File: config.mk
export PLATFORM = sky130hd
export DESIGN_NAME = sonic_vc_demultiplexer_adapter
export DESIGN_NICKNAME = d
export VERILOG_FILES = /design/src/rtl/sonic_vc_demultiplexer_adapter.sv
export SDC_FILE = /design/constraint.sdc
export NUM_CORES = 1
export LEC_CHECK = 0
export BUFFER_PORTS_ARGS = -buffer_cell sky130_fd_sc_hd__buf_2
export CAP_MARGIN = 20
export CORE_MARGIN = 3
export CORE_UTILIZATION = 55
export CTS_BUF_LIST = sky130_fd_sc_hd__clkbuf_8
export DETAILED_ROUTE_END_ITERATION = 12
export PLACE_DENSITY = 0.74
export SETUP_SLACK_MARGIN = 0.2
export SYNTH_ARGS = -nofsm -noshare
export SYNTH_HDL_FRONTEND = slang
export SYNTH_SLANG_ARGS = --single-unit
File: constraint.sdc
create_clock -name clk -period 43 [get_ports clk]
set_input_delay 2.15 -clock clk [delete_from_list [all_inputs] [get_ports clk]]
set_output_delay 2.15 -clock clk [all_outputs]
set_load 0.005 [all_outputs]
File: src/rtl/sonic_vc_demultiplexer_adapter.sv
// rtl/sonic_vc_demultiplexer_adapter.sv - Avalon-ST ready-latency adapter (readyLatency LATENCY -> 0) with FWFT FIFO
module sonic_vc_demultiplexer_adapter #(
    parameter int LATENCY = 2,
    parameter int DEPTH   = 8
) (
    input  logic         clk,
    input  logic         reset,
    output logic         in_ready,
    input  logic         in_valid,
    input  logic [127:0] in_data,
    input  logic         in_channel,
    input  logic         in_error,
    input  logic         in_startofpacket,
    input  logic         in_endofpacket,
    input  logic         in_empty,
    input  logic         out_ready,
    output logic         out_valid,
    output logic [127:0] out_data,
    output logic         out_channel,
    output logic         out_error,
    output logic         out_startofpacket,
    output logic         out_endofpacket,
    output logic         out_empty,
    output logic         overflow_err,
    output logic         protocol_err
);
    localparam int AW = $clog2(DEPTH);
    localparam int PW = 133;
    localparam int WW = $clog2(LATENCY + 1);
    localparam logic [AW:0]   FULL   = (AW + 1)'(DEPTH);
    localparam logic [AW:0]   THRESH = (AW + 1)'(DEPTH - LATENCY - 1);
    localparam logic [WW-1:0] WARM   = WW'(LATENCY);

    logic [PW-1:0]      mem [DEPTH];
    logic [AW-1:0]      wr_ptr;
    logic [AW-1:0]      rd_ptr;
    logic [AW:0]        count;
    logic [LATENCY-1:0] ready_hist;
    logic [WW-1:0]      warm;
    logic [PW-1:0]      in_payload;
    logic               push;
    logic               pop;
    logic               full;
    logic               hist_ok;

    assign in_payload = {in_data, in_channel, in_error, in_startofpacket, in_endofpacket, in_empty};
    assign {out_data, out_channel, out_error, out_startofpacket, out_endofpacket, out_empty} = mem[rd_ptr];

    // Threshold leaves room for the LATENCY+1 beats that may still land after in_ready is seen high.
    assign in_ready  = (count <= THRESH);
    assign out_valid = (count != '0);
    assign full      = (count == FULL);
    assign push      = in_valid && !full;
    assign pop       = out_valid && out_ready;
    // Until LATENCY cycles have passed since reset the history is not yet meaningful; treat it as ready.
    assign hist_ok   = (warm < WARM) ? 1'b1 : ready_hist[LATENCY-1];

    always_ff @(posedge clk) begin
        if (push) begin
            mem[wr_ptr] <= in_payload;
        end
    end

    always_ff @(posedge clk) begin
        if (reset) begin
            wr_ptr       <= '0;
            rd_ptr       <= '0;
            count        <= '0;
            ready_hist   <= '0;
            warm         <= '0;
            overflow_err <= 1'b0;
            protocol_err <= 1'b0;
        end else begin
            if (push) begin
                wr_ptr <= wr_ptr + 1'b1;
            end
            if (pop) begin
                rd_ptr <= rd_ptr + 1'b1;
            end
            if (push && !pop) begin
                count <= count + 1'b1;
            end else if (pop && !push) begin
                count <= count - 1'b1;
            end
            ready_hist[0] <= in_ready;
            for (int i = 1; i < LATENCY; i++) begin
                ready_hist[i] <= ready_hist[i-1];
            end
            if (warm != WARM) begin
                warm <= warm + 1'b1;
            end
            if (in_valid && full) begin
                overflow_err <= 1'b1;
            end
            if (in_valid && !hist_ok) begin
                protocol_err <= 1'b1;
            end
        end
    end
endmodule

==> results.md <==
- The run finished with clean final reports.
- Max-cap violations in this run came to 0.
- Of the total synthesized cell area, the portion taken by AND, OR, NAND and NOR gates is 0.00485.
- At the worst endpoint, the required time is about 40 ns.
- The worst hold-check slack is between 0.4 and 0.5 ns.
- The number of vias after detailed routing is about 18000.
- The net count of the finished layout is between 2000 and 2500.
- The post-synthesis mux area share is 0.184.
- The die is roughly 280 um wide.
- After synthesis, the largest family of logic cells by area is multiplexers.
- The endpoint kind of the worst setup timing path is an output port.
- The fraction of met1 tracks used by global routing is 0.277.
- In the synthesized netlist, the number of instances is 1633.
- The post-cts gate resize count is 0.
- The post-synthesis register bit count is 1083.
- The startpoint type of the worst setup path is a flop.
- The clock tree root buffer cell is clkbuf_8.
- For this run, the total global-route usage over all layers was measured as 0.206.
- The utilization of the core after routing is 0.633.
- The final HPWL from detailed placement is roughly 41 mm.
- The initial antenna violation count is 20.
- The signal on the critical path passes through buf_12 -> buf_4 -> buf_4 -> buf_16 -> mux4_2 -> mux2_2 -> buf_2.
- In the final routed layout, each cell accounts on average for ~25 um.
- The number of global-route vias before repair is 19800.
- The global-route wire length before repair is ~120 mm.
- The iteration-0 DRC count of the detailed router is 1476.
- The wire length after detailed routing is slightly below 80 mm.
- The remaining number of nets flagged by the antenna check after routing is 0.
- The post-synthesis cell type with the largest combined area is edfxtp_1.
- Dividing total power by cell area gives a power density of 55.8 nW/um2.
- After detailed routing, the number of vias per cell comes to approximately 5.8.
- The complex-gate fraction of the synthesized area is 0.00138.
- Setup repair after global routing left no endpoint under its margin.
- The CTS tree is yes.
- At the pin with the least slew margin, the transition time is slightly above 1 ns.
- The final-report setup violation count is 0.
- The source of the worst hold timing path is ready_hist[0].
- After clock tree synthesis, the clock-pin slew on the worst setup and hold paths is 0.05 ns.
- In this run the post-CTS setup repair buffer count came out at 0.
- Before antenna repair, the detailed router went through 5 iterations.
- The H-tree was split into 4 levels.
- The cell count after placement is around 2800.
- The maximum number of pins on one net before global-route repair is 122.
- The fraction of the mapped netlist area in adder cells is 0.00233.
- The die covers ~77000 um2.
- The slowest stage cell on the critical path is buf_4.
- The relative max-transition margin is 0.311.
- The netlist uses 26 different library cells.
- The number of buffers inserted by hold repair at cts is 0.
- The final hold violation count is 0.
- Overall power consumption after layout is estimated at around 2.6 mW.
- The placeable core area is around 73000 um2.
- In this run the core area contains 99 standard-cell rows.
- The die is between 200 and 300 um tall.
- The combined area of all synthesized cells is ~41000 um2.
- Clock skew on the completed layout was measured at about 0.034 ns.
- After routing, the total negative slack on setup checks comes to 0 ns.
- During placement, the flow inserted port buffers numbering approximately 270.
- The global placement routability congestion is approximately 0.71.
- The post-synthesis xor/xnor area fraction is 0.00150.
- The sequential-to-total area share from yosys stat is 0.793.
- Ranked by total cell area, the synthesized netlist is headed by edfxtp_1 78%, mux4_2 15%, mux2_2 3.7%, dfxtp_1 0.93%, buf_6 0.75%.
- The share of synthesized area in the top cell type comes to 0.784.
- The number of placed I/O pins is ~270.
- Counting along the longest clock path gives a buffer depth of 3.
- For the worst-skew pair, the clock arrives at the later sink with an insertion delay of ~0.78 ns.
- The number of clock buffers inserted by TritonCTS is 168.
- The most congested layer reported by global routing is met2.
- The average instance in the mapped netlist occupies between 20 and 25 um2.
- The top achievable clock speed is about 150 MHz.
- The worst register-to-register path begins at count[0].
- After detailed routing, the number of remaining DRC violations is 0.
- The final number of max-transition violations is 0.
- For this run, global-route usage on met3 was measured as 0.0538.
- At the worst endpoint, the arrival time is ~4.5 ns.
- The total overflow left after global routing is 0.
- Yosys printed 0 warnings.
- The number of nets in the synthesized netlist is 1777.
- The setup path with the least slack is of type flop to output port.
- The path class of the tightest hold or removal check is flop to flop.
- Counting stages on the worst path, the most repeated cell is buf_4.
- The worst-path maximum fanout is 121.
- The global-route met2 utilization is 0.339.
- The filler-free cell count of the finished design is about 3100.
- The worst supply voltage drop on vdd is ~0.075 mV.
- In the final layout, the share of cells above drive strength 1 is 0.427.
- The starting density of the core is 0.557.
- The area added between synthesis and finish is 13.7%.
- The total leakage power is around 15 nW.
- The number of clock sinks is 1083.
- Dividing the final minimum period by the clock period gives 0.153.
- The largest stage delay on the critical path is 0.85 ns.
- The worst path needs between 6 and 7 ns of the cycle, external delays included.
## cells in the mapped netlist (all sizes together)
master / n
mux2i: 1
nor2b: 3
mux4: 266
inv: 4
or4b: 1
a21oi: 6
edfxtp: 1064
dfxtp: 19
nor2: 19
xor2: 5
nand2: 7
fa: 1
mux2: 134
clkbuf: 31
buf: 47
xnor2: 2
nand2b: 2
a31oi: 3
a211oi: 1
nand3: 4
nor4: 1
or4: 1
nor3: 5
ha: 6
## registers in the layout, indices dropped and copies added, names as in the netlist, named ones only
register	cells
count	4
mem	1064
overflow_err	1
protocol_err	1
rd_ptr	3
ready_hist	2
warm	2
wr_ptr	3
## path summary, 6_finish.rpt
kind                   endpoint  slack, ns  depth (start not counted)
hold / removal    ready_hist[1]       0.44                          1
hold reg to reg   ready_hist[1]       0.44                          1
setup / recovery   out_data[89]      36.40                          7
setup reg to reg     mem[6][58]      39.37                          7
## routing by layer
| metal | vias to the layer above | share of wire |
|---|---|---|
| met5 | - | 0.0013 |
| met4 | 16 | 0.017 |
| met3 | 129 | 0.067 |
| met2 | 528 | 0.51 |
| met1 | 9557 | 0.41 |
| li1 | 7843 | - |
## metrics by stage
step / area [um2] / worst slack [ns]
3_3_place_gp: 43200 / 36.71
3_5_place_dp: 43200 / 36.70
6_report: 46300 / 36.40
2_1_floorplan: 40800 / 27.27
4_1_cts: 46300 / 35.77
5_1_grt: 46300 / 35.90
## cell usage in the layout (no fill, tap or decap), types with 16 or more instances in the layout
| cell type | count |
|---|---|
| edfxtp_1 | 1064 |
| mux2_2 | 134 |
| dfxtp_1 | 16 |
| clkinv_1 | 41 |
| clkbuf_8 | 172 |
| nor2_1 | 16 |
| buf_4 | 26 |
| buf_2 | 273 |
| mux4_2 | 266 |
| inv_1 | 59 |
| clkinv_2 | 17 |
## report_power, final
| group | internal [mW] | switching, mW | total, mW |
|---|---|---|---|
| Clock | 0.401 | 0.386 | 0.786 |
| Sequential | 1.23 | 0.0198 | 1.25 |
| Combinational | 0.289 | 0.261 | 0.550 |
## critical path, delay by kind of cell, from the launching register on
| family | cells | cell delay, ns |
|---|---|---|
| buffers and inverters | 5 | 2.38 |
| flip-flops | 1 | 0.35 |
| multiplexers | 2 | 0.87 |
## layout make-up
class                      instances  area (um2)
inverter                           4        15.0
timing repair buffer             305        1690
multi-input combinational        468        7970
antenna                           12        30.0
tap                              959        1200
clock inverter                   131         733
clock buffer                     172        2370
sequential                      1083       32300
fill                            4849       26900
## cell families after synthesis
kind of cell    after synthesis
fa+ha+maj                     7
mux                         401
simple gates                 43
xor+xnor                      7
flops                      1083
buf+inv                      82
compound gates               10
Power figures use the tool's default switching activity.
